## config.mk

```make
export PLATFORM = sky130hd
export DESIGN_NAME = serial_parity_arbiter
export DESIGN_NICKNAME = d
export VERILOG_FILES = /design/src/rtl/serial_parity_pkg.sv /design/src/rtl/parity_acc.sv /design/src/rtl/serial_parity_arbiter.sv
export SDC_FILE = /design/constraint.sdc
export NUM_CORES = 1
export LEC_CHECK = 0
export CAP_MARGIN = 30
export CELL_PAD_IN_SITES_DETAIL_PLACEMENT = 1
export CELL_PAD_IN_SITES_GLOBAL_PLACEMENT = 2
export CORE_MARGIN = 5
export CORE_UTILIZATION = 32
export CTS_CLUSTER_SIZE = 20
export DETAILED_ROUTE_END_ITERATION = 10
export PLACE_DENSITY = 0.91
export SETUP_SLACK_MARGIN = 0.2
export SLEW_MARGIN = 20
export SYNTH_ARGS = -nofsm -noshare
export SYNTH_HDL_FRONTEND = slang
export SYNTH_SLANG_ARGS = --single-unit
```

## constraint.sdc

```tcl
create_clock -name clk -period 3.38 [get_ports clk]
set_input_delay 0.676 -clock clk [delete_from_list [all_inputs] [get_ports clk]]
set_output_delay 0.676 -clock clk [all_outputs]
set_load 0.1 [all_outputs]
```

## src/rtl/serial_parity_pkg.sv

```systemverilog
// Shared types and helpers for the serial parity arbiter.
//   state_t  : sequencer states (IDLE, SHIFT, REPORT)
//   rr_pick  : round-robin winner search over up to MAX_NREQ requesters
package serial_parity_pkg;

    typedef enum logic [1:0] {
        IDLE   = 2'd0,
        SHIFT  = 2'd1,
        REPORT = 2'd2
    } state_t;

    localparam int unsigned MAX_NREQ = 4;
    localparam int unsigned MAX_IDW  = 2;

    // Search starts one past the last grantee and wraps; first set bit wins.
    function automatic logic [MAX_IDW-1:0] rr_pick(
        input logic [MAX_NREQ-1:0] req,
        input logic [MAX_IDW-1:0]  last,
        input int unsigned         nreq
    );
        logic [MAX_IDW-1:0] win;
        logic [MAX_IDW-1:0] idx;
        logic               found;
        win   = '0;
        found = 1'b0;
        for (int unsigned k = 1; k <= MAX_NREQ; k++) begin
            idx = MAX_IDW'((32'(last) + k) % nreq);
            if (!found && (k <= nreq) && req[idx]) begin
                win   = idx;
                found = 1'b1;
            end
        end
        return win;
    endfunction

endpackage

```

## src/rtl/parity_acc.sv

```systemverilog
// Registered running XOR used as the shared parity datapath.
//   clk, reset : clock and asynchronous active-high reset
//   clr        : synchronous clear (start of a new word)
//   en         : fold bit_in into the running parity this cycle
//   bit_in     : serial data bit
//   parity     : running XOR of all bits folded since the last clear
module parity_acc (
    input  logic clk,
    input  logic reset,
    input  logic clr,
    input  logic en,
    input  logic bit_in,
    output logic parity
);

    always_ff @(posedge clk or posedge reset) begin
        if (reset) begin
            parity <= 1'b0;
        end else if (clr) begin
            parity <= 1'b0;
        end else if (en) begin
            parity <= parity ^ bit_in;
        end
    end

endmodule

```

## src/rtl/serial_parity_arbiter.sv

```systemverilog
// Round-robin arbiter in front of one serial even-parity checker.
// A winning requester's word is captured, shifted out LSB-first through
// the parity accumulator, and the verdict is reported with its ID.
//   clk, reset  : clock and asynchronous active-high reset
//   req         : per-requester request levels
//   data_in     : packed words, requester i at [i*WIDTH +: WIDTH]
//   gnt         : one-hot, one-cycle grant on capture
//   busy        : high whenever a transaction is in flight
//   serial_bit  : bit currently fed to the accumulator (0 outside SHIFT)
//   done        : one-cycle result strobe
//   result_id   : grantee ID, qualified by done
//   parity_err  : odd count of ones in the word, qualified by done
module serial_parity_arbiter
    import serial_parity_pkg::*;
#(
    parameter  int unsigned WIDTH = 8,
    parameter  int unsigned NREQ  = 2,
    localparam int unsigned IDW   = $clog2(NREQ)
) (
    input  logic                  clk,
    input  logic                  reset,
    input  logic [NREQ-1:0]       req,
    input  logic [NREQ*WIDTH-1:0] data_in,
    output logic [NREQ-1:0]       gnt,
    output logic                  busy,
    output logic                  serial_bit,
    output logic                  done,
    output logic [IDW-1:0]        result_id,
    output logic                  parity_err
);

    localparam int unsigned CW = $clog2(WIDTH + 1);

    state_t           state;
    logic [WIDTH-1:0] shreg;
    logic [CW-1:0]    cnt;
    logic [IDW-1:0]   cur_id;
    logic [IDW-1:0]   last_id;

    logic             any_req_c;
    logic [IDW-1:0]   win_c;
    logic [WIDTH-1:0] word_c;
    logic             acc_clr_c;
    logic             acc_en_c;
    logic             parity_c;

    // Winner selection and its data slice
    assign any_req_c = |req;
    assign win_c     = IDW'(rr_pick(MAX_NREQ'(req), MAX_IDW'(last_id), NREQ));
    assign word_c    = data_in[32'(win_c)*WIDTH +: WIDTH];

    // Accumulator control: clear on capture, fold one bit per SHIFT cycle
    assign acc_clr_c = (state == IDLE) && any_req_c;
    assign acc_en_c  = (state == SHIFT);

    parity_acc u_acc (
        .clk    (clk),
        .reset  (reset),
        .clr    (acc_clr_c),
        .en     (acc_en_c),
        .bit_in (shreg[0]),
        .parity (parity_c)
    );

    // Arbiter / sequencer with registered outputs
    always_ff @(posedge clk or posedge reset) begin
        if (reset) begin
            state      <= IDLE;
            shreg      <= '0;
            cnt        <= '0;
            cur_id     <= '0;
            last_id    <= IDW'(NREQ - 1);
            gnt        <= '0;
            busy       <= 1'b0;
            serial_bit <= 1'b0;
            done       <= 1'b0;
            result_id  <= '0;
            parity_err <= 1'b0;
        end else begin
            gnt        <= '0;
            done       <= 1'b0;
            result_id  <= '0;
            parity_err <= 1'b0;
            case (state)
                IDLE: begin
                    if (any_req_c) begin
                        shreg      <= word_c;
                        cnt        <= '0;
                        cur_id     <= win_c;
                        gnt        <= NREQ'(1'b1) << win_c;
                        busy       <= 1'b1;
                        serial_bit <= word_c[0];
                        state      <= SHIFT;
                    end
                end
                SHIFT: begin
                    shreg <= shreg >> 1;
                    cnt   <= cnt + CW'(1);
                    if (cnt == CW'(WIDTH - 1)) begin
                        // Last bit folds in this edge; report includes it
                        serial_bit <= 1'b0;
                        done       <= 1'b1;
                        result_id  <= cur_id;
                        parity_err <= parity_c ^ shreg[0];
                        state      <= REPORT;
                    end else begin
                        serial_bit <= shreg[1];
                    end
                end
                REPORT: begin
                    last_id <= cur_id;
                    busy    <= 1'b0;
                    state   <= IDLE;
                end
                default: begin
                    state <= IDLE;
                end
            endcase
        end
    end

endmodule

```

==> results of run 1 <==
## synthesized netlist by cell type, types with 2 or more instances
cell type / instances
buf_2: 3
a221o_1: 6
dfrtp_1: 23
nor2_1: 5
nand2_1: 17
o21ai_2: 2
and2_1: 3
inv_1: 3
o21ai_1: 3
xnor2_1: 3
o21ai_0: 2
a21oi_1: 6
## cells in the final DEF (no fill, tap or decap), types with 2 or more instances in the layout
master and count:
a21oi_1 6, a221o_1 6, and2_1 3, buf_4 5, clkbuf_4 3, clkdlybuf4s50_1 21
dfrtp_1 23, inv_1 3, nand2_1 17, nor2_1 5, o21ai_0 2, o21ai_1 3
o21ai_2 2, xnor2_1 3
## final cells by class
cell class	count	area (um2)	area share
inverter	3	11.26	0.007759
clock inverter	1	30.03	0.02069
timing repair buffer	27	262.8	0.1810
clock buffer	3	22.52	0.01552
sequential	24	601.8	0.4147
tap	46	57.56	0.03966
multi-input combinational	69	465.4	0.3207
## metrics by stage
stage	setup WS, ns	utilization	instance area (um2)	total power [W]	hold WS, ns
after CTS	0.8653	0.4271	1436	0.001184	0.5063
final	0.8735	0.4315	1451	0.001173	0.5140
after detailed placement	1.008	0.4115	1384	0.0009746	0.4887
after global placement	1.093	0.4115	1384	0.0009474	0.4762
after floorplan	1.807	-	1112	0.0008576	0.4579
after global routing	0.8400	0.4315	1451	0.001243	0.5333
## worst min-delay path by stage
stage | start | to | cells past startpoint
after floorplan | cur_id | cur_id | 1
after global placement | u_acc.parity | u_acc.parity | 1
after detailed placement | u_acc.parity | u_acc.parity | 1
after CTS | u_acc.parity | u_acc.parity | 1
after global routing | shreg[7] | shreg[6] | 1
final | shreg[7] | shreg[6] | 1
## routing by layer
| metal | track usage | up-vias |
|---|---|---|
| li1 | - | 408 |
| met1 | 0.1417 | 419 |
| met2 | 0.2155 | 23 |
| met3 | 0.02917 | 4 |
| met4 | 0.04380 | 0 |
| met5 | 0 | - |
## sequential cells by signal, summed over array words and instances (netlist names)
register,flops
result_id,1
state,2
cnt,4
u_acc.parity,1
cur_id,1
done,1
gnt,2
shreg,8
parity_err,1
busy,1
serial_bit,1
last_id,1
## logic make-up (layout without fill, tap and decap cells)
| group | after synthesis | after routing | synth area share |
|---|---|---|---|
| adder cells (fa/ha/maj) | 1 | 1 | 0.01125 |
| AND/OR/NAND/NOR | 35 | 35 | 0.1575 |
| AO/OA/AOI/OAI | 28 | 28 | 0.2070 |
| flip-flops | 24 | 24 | 0.5411 |
| buffers and inverters | 8 | 34 | 0.04049 |
| multiplexers | 2 | 2 | 0.01912 |
| XOR/XNOR | 3 | 3 | 0.02363 |
## where the power goes
group          total [W]  internal, W  switching [W]
clock network   0.000208     0.000120      0.0000885
registers       0.000474     0.000391      0.0000827
logic           0.000491     0.000186       0.000304
total            0.00117     0.000697       0.000476
==> results.ini, run 1 <==
[sta]
max_slew_margin=0.3466
setup_viol=0
slew_violations=0
rsz0062_at_grt=false
max_freq_mhz=399.0
worstMarginPinSlew_ns=0.9770
period_needed_ns=2.506
clock_skew_ns=0.01965
hold_violations=0
fin_crit_sh=0.7416
setup_tns_ns=0

[global_routing]
grt_pass1_vias=938
track_usage=0.1216
grt_max_degree=25
gr-total-overflow=0
grt_pass1_wl_um=4250
grt_antenna_before_repair=0

[routing]
wirelength_um=2515
drc=0
wl_met3_um=103
route.detailed.wl_per_inst_um=14.54
wl_met2_um=1320
viasPerCell=4.936
drt_iter0_drc=31
firstDrtPassIters=4
wl_met1_um=1059
num_vias=854
dr.max_layer_used=met4
antenna_left=0

[outcome]
status=complete, no violations

[placed_design]
port_buffers=26
place.gp.congestion=0.6915
hpwl_um=1867
dp.cells=168

[critical_path]
worstPathRequired_ns=2.70
cp-endpoint=gnt[0]
cp_top_family=buffers and inverters
cp-start-kind=register
ff2ff_setup_slack_ns=1.78
worst-path-max-fanout=1
ff2ff_path_depth=3
cp.arrival_ns=1.83
slowest_stage=clkdlybuf4s50_1
path_cells=clkdlybuf4s50_1
worst-setup-path-type=reg -> out
cp.buffers_inverters=1
cp-startpoint=gnt[0]
cp_slowest_stage_delay_ns=1.14
cp.depth=1
r2r-start=state[0]
end_kind=output pin
timing.rr.end=shreg[0]

[synthesis]
synth_edf_count=0
synthTopCellsByArea=dfrtp_1 (52%), nand2_1 (5.7%), a221o_1 (5.4%), a21oi_1 (2.7%), dfstp_2 (2.4%)
ys_types=37
syn_area_per_cell_um2=11.01
async_reset_ff_frac=1.000
synth_top_area_frac=0.5174
syn-instance-count=101
ys_warn_count=0
synth_top_cell_by_area=dfrtp_1
ys_ff_latch=24
synthesis.nets=122
synthFlopType=dfrtp_1
synth_area_um2=1112
seq_area_frac_synth=0.5411

[cells_and_area]
drive_gt1_frac=0.1811
n_fill_cell=408
antenna_cells=0
nets=149
layoutNonFillerInstCount=173
syn_to_final_growth_pct=30.48

[clock_tree]
clk_pin_slew_worst_paths_ns=0.15
ctsRootBufferMaster=clkbuf_4
cts_buffers=3
postCtsHoldBufs=0
ctsLongestPathBuffers=2
tritoncts=done
postCtsSetupBuffers=0
htreeDepth=1
clkSinkCount=24
post_cts_resized=0
insertion_delay_ns=0.32

[die]
core_area_um2=3363
die_y_um=68.96
ioPinCount=27
initial_core_util=0.3307
rows=21
die_w_um=68.96
dieArea_um2=4755

[power]
ir_drop_v=0.0004223
p_leak_nw=0.6374
powerDensity_nw_per_um2=808.0

[min_path]
hp-class=reg -> reg

[job]
cap_violations=0

Power figures use the tool's default switching activity.
==> run 2: changes to the inputs <==
- CORE_UTILIZATION: 32 -> 27
- PLACE_DENSITY: 0.91 -> 0.83
- clock period: 3.38 -> 2 ns (I/O delays scaled with it)
==> run 2 against run 1 <==
Utilization fell by 6.2 points. Sequential power rose by 68%. Worst hold slack got worse by 0.036 ns. Flip-flop and latch count did not move.
==> results.ini, run 2 (synthesized netlist as in run 1, its figures left out) <==
[routing]
drt_iter0_drc=13
route.detailed.wl_per_inst_um=13.52
num_vias=833
firstDrtPassIters=4
antenna_left=0
wirelength_um=2448
drc=0
viasPerCell=4.602

[clock_tree]
tritoncts=done
clk_pin_slew_worst_paths_ns=0.09
post_cts_resized=0
clkSinkCount=24
cts_buffers=3
postCtsHoldBufs=0
ctsLongestPathBuffers=2
postCtsSetupBuffers=0
ctsRootBufferMaster=clkbuf_8
insertion_delay_ns=0.26
htreeDepth=1

[cells_and_area]
ff_latch_area_um2=601.8
nets=153
n_fill_cell=458
final_common_cell=dfrtp_1
multiInputGateArea_um2=465.4
mostFrequentLayoutCells=dfrtp_1 (23), clkdlybuf4s50_1 (19), nand2_1 (17)
fin_util=0.3691
largest_reg_flops=8
drive_gt1_frac=0.2214
regMostFlops=shreg
syn_to_final_growth_pct=32.73
fin_area_um2=1476
antenna_cells=0
largest_registers=shreg x8, cnt x4
layoutNonFillerInstCount=181

[power]
p_sw_w=0.0008027
powerDensity_nw_per_um2=1338
power_w=0.001976
clock_power_share=0.164
cell_internal_pwr_w=0.001173
swShare=0.4063
p_leak_nw=0.6585
ir_drop_v=0.0003949
power_frac_seq=0.404
p_comb_frac=0.432

[sta]
hold_violations=0
rsz0062_at_grt=false
clock_skew_ns=0.006411
setup_tns_ns=0
setup_viol=0
max_slew_margin=0.7288
slew_violations=0
fin_crit_sh=0.8045
max_freq_mhz=621.5
worstMarginPinSlew_ns=0.4069
period_needed_ns=1.609

[die]
core_area_um2=4000
die_y_um=74.19
ioPinCount=27
initial_core_util=0.2781
die_w_um=74.19
rows=23
dieArea_um2=5503

[placed_design]
port_buffers=26
dp.cells=177
hpwl_um=1872
placed_area_um2=1421
place.gp.congestion=0.7503

[global_routing]
grt_pass1_vias=944
gr-total-overflow=0
grt_max_degree=25
grt_antenna_before_repair=0
grt_pass1_wl_um=4471
track_usage=0.1025

[min_path]
hp-class=in -> async

[critical_path]
cp-start-kind=primary input
cp-startpoint=req[1]
worst-setup-path-type=in -> reg
worst-path-max-fanout=9
end_kind=register
r2r-start=state[0]
cp.arrival_ns=1.76
worstPathRequired_ns=2.15

[outcome]
status=complete, no violations

[job]
cap_violations=0

run 2: cell types whose count changed in the layout (fill, tap and decap cells not counted), sizes merged:
cell	change
bufinv	-1
clkbuf	+1
clkdlybuf4s50	-2
buf	+6
run 2: power by group through the flow:
stage                     logic [W]  clock network [W]  registers, W
after detailed placement   0.000866                  0      0.000804
after global routing       0.000937           0.000350      0.000821
after floorplan            0.000469                  0      0.000980
final                      0.000854           0.000325      0.000797
after global placement     0.000845                  0      0.000798
after CTS                  0.000870           0.000333      0.000799
run 2: cell type report:
type	count	share of cell area
flip-flops and latches	24	0.4076
multi-input cells	69	0.3153
repair buffers	31	0.1898
well taps	50	0.04237
clock buffers	4	0.03729
inverters	3	0.007627
run 2: path summary, 6_finish.rpt:
path / to / slack [ns] / cells after the start
max: shreg[1] / 0.39 / 5
min: cnt[0] / 0.48 / 3
max reg2reg: serial_bit / 0.57 / 4
min reg2reg: cur_id / 0.50 / 1
max in group asynchronous: last_id / 1.24 / 3
min in group clk: cur_id / 0.50 / 1
run 2: through the flow:
step                      hold slack [ns]  setup slack (ns)
after detailed placement           0.4866           0.09633
after floorplan                    0.4139            0.7025
after CTS                          0.4926            0.3862
after global placement             0.4737            0.1297
after global routing               0.5168            0.2709
final                              0.4783            0.3909
run 2: routing by layer:
layer	track usage	routed length, um	up-vias
met5	0	0	-
met4	0.02414	20	0
met3	0.01892	93	4
met2	0.1614	1128	20
met1	0.1457	1206	398
li1	-	-	411
run 2: worst max-delay path, cell delays in order:
cell and delay, ns:
clkdlybuf4s50_1 0.53, a21bo_1 0.36, nand2_1 0.12, a21oi_1 0.07, a221o_1 0.27
==> run 3: changes to the inputs <==
- clock period: 2 -> 1.4 ns (I/O delays scaled with it)
==> run 3 against run 2 <==
Design area grew 24%. Final cell count grew 10%. Highest routed layer unchanged. Via count grew 17%. Largest cell class unchanged. Total power grew 73%. Critical endpoint is now serial_bit. First-iteration DRC count grew to 3.2 times the previous value.
==> results.ini, run 3 (synthesized netlist as in run 1, its figures left out) <==
[die]
dieArea_um2=5503
core_area_um2=4000
ioPinCount=27
initial_core_util=0.2781
die_w_um=74.19
die_y_um=74.19
rows=23

[cells_and_area]
multiInputGateArea_um2=556.8
antenna_cells=0
syn_to_final_growth_pct=64.68
final_common_cell=dfrtp_1
fin_util=0.4579
layoutNonFillerInstCount=200
largest_registers=shreg x8, cnt x4
ff_latch_area_um2=606.8
nets=172
largest_reg_flops=8
mostFrequentLayoutCells=dfrtp_1 (19), buf_4 (17), clkdlybuf4s50_1 (17)
drive_gt1_frac=0.4267
n_fill_cell=430
regMostFlops=shreg

[power]
p_comb_frac=0.534
power_w=0.003420
powerDensity_nw_per_um2=1867
clock_power_share=0.123
power_frac_seq=0.343
swShare=0.3953
cell_internal_pwr_w=0.002068
p_sw_w=0.001352
p_leak_nw=0.7971
ir_drop_v=0.001037

[global_routing]
gr-total-overflow=0
track_usage=0.1270
grt_antenna_before_repair=0
grt_pass1_wl_um=5264
grt_max_degree=25
grt_pass1_vias=1098

[clock_tree]
cts_buffers=3
htreeDepth=1
ctsLongestPathBuffers=2
ctsRootBufferMaster=clkbuf_8
tritoncts=done
clkSinkCount=24
insertion_delay_ns=0.26
postCtsHoldBufs=0
clk_pin_slew_worst_paths_ns=0.08

[routing]
drt_iter0_drc=42
num_vias=972
firstDrtPassIters=4
drc=0
route.detailed.wl_per_inst_um=15.95
viasPerCell=4.860
antenna_left=0
wirelength_um=3189

[critical_path]
worst-setup-path-type=reg -> reg
end_kind=register
worst-path-max-fanout=6
worstPathRequired_ns=1.59
ff2ff_setup_slack_ns=0.15
cp-start-kind=register
cp.arrival_ns=1.43

[placed_design]
port_buffers=26
hpwl_um=2162
dp.cells=183
place.gp.congestion=0.7866

[sta]
period_needed_ns=1.247
rsz0062_at_grt=true
hold_violations=0
worstMarginPinSlew_ns=0.3090
setup_viol=0
fin_crit_sh=0.8904
holdWs_ns=0.3339
max_slew_margin=0.7932
clock_skew_ns=0.001887
max_freq_mhz=802.2
slew_violations=0

[outcome]
status=complete, no violations

[job]
cap_violations=0

[min_path]
hp-class=in -> async

run 3: layer usage:
metal  vias to the layer above  share of wire  global-route usage
met3                         8          0.041             0.02703
met5                         -              0                   0
met1                       482           0.42              0.1518
met4                         0          0.019             0.04829
li1                        456              -                   -
met2                        26           0.52              0.2224
run 3: power by group through the flow:
stage	clock [W]	combinational (W)	sequential (W)
6_report	0.000420	0.00183	0.00117
5_1_grt	0.000456	0.00195	0.00121
4_1_cts	0.000426	0.00169	0.00117
3_5_place_dp	0	0.00142	0.00119
3_3_place_gp	0	0.00137	0.00117
2_1_floorplan	0	0.000710	0.00141
run 3: through the flow:
stage	setup slack (ns)	TNS, ns	instance area, um2
floorplan	0.2058	0	1129
global placement	-0.2562	-3.364	1570
detailed placement	-0.3130	-4.250	1570
global route	0.1032	0	1832
finish	0.1535	0	1832
CTS	0.1590	0	1747
run 3: path summary, 6_finish.rpt:
kind                               from            to  cells past startpoint
max                            state[0]    serial_bit                      5
max in group asynchronous         reset       last_id                      3
min in group clk           u_acc.parity  u_acc.parity                      1
min                               reset        cnt[2]                      3
max reg2reg                    state[0]    serial_bit                      5
min reg2reg                u_acc.parity  u_acc.parity                      1
run 3: final cells by class:
| class | instances | share of cell area |
|---|---|---|
| well taps | 50 | 0.03415 |
| repair buffers | 49 | 0.2999 |
| multi-input cells | 70 | 0.3040 |
| flip-flops and latches | 24 | 0.3313 |
| clock buffers | 4 | 0.02459 |
| inverters | 3 | 0.006148 |
run 3: critical path: stages (launching register included):
cell and delay [ns]:
dfrtp_2 0.44, buf_12 0.14, o31ai_4 0.21, buf_6 0.17, a31oi_1 0.05, a22oi_2 0.15
run 3: timing repair:
item / in CTS / in global routing
cloned: 2 / 0
pin swaps: 9 / 8
endpoints found under the setup margin: 20 / 20
buffers inserted: 7 / 4
gates resized for setup: 14 / 16
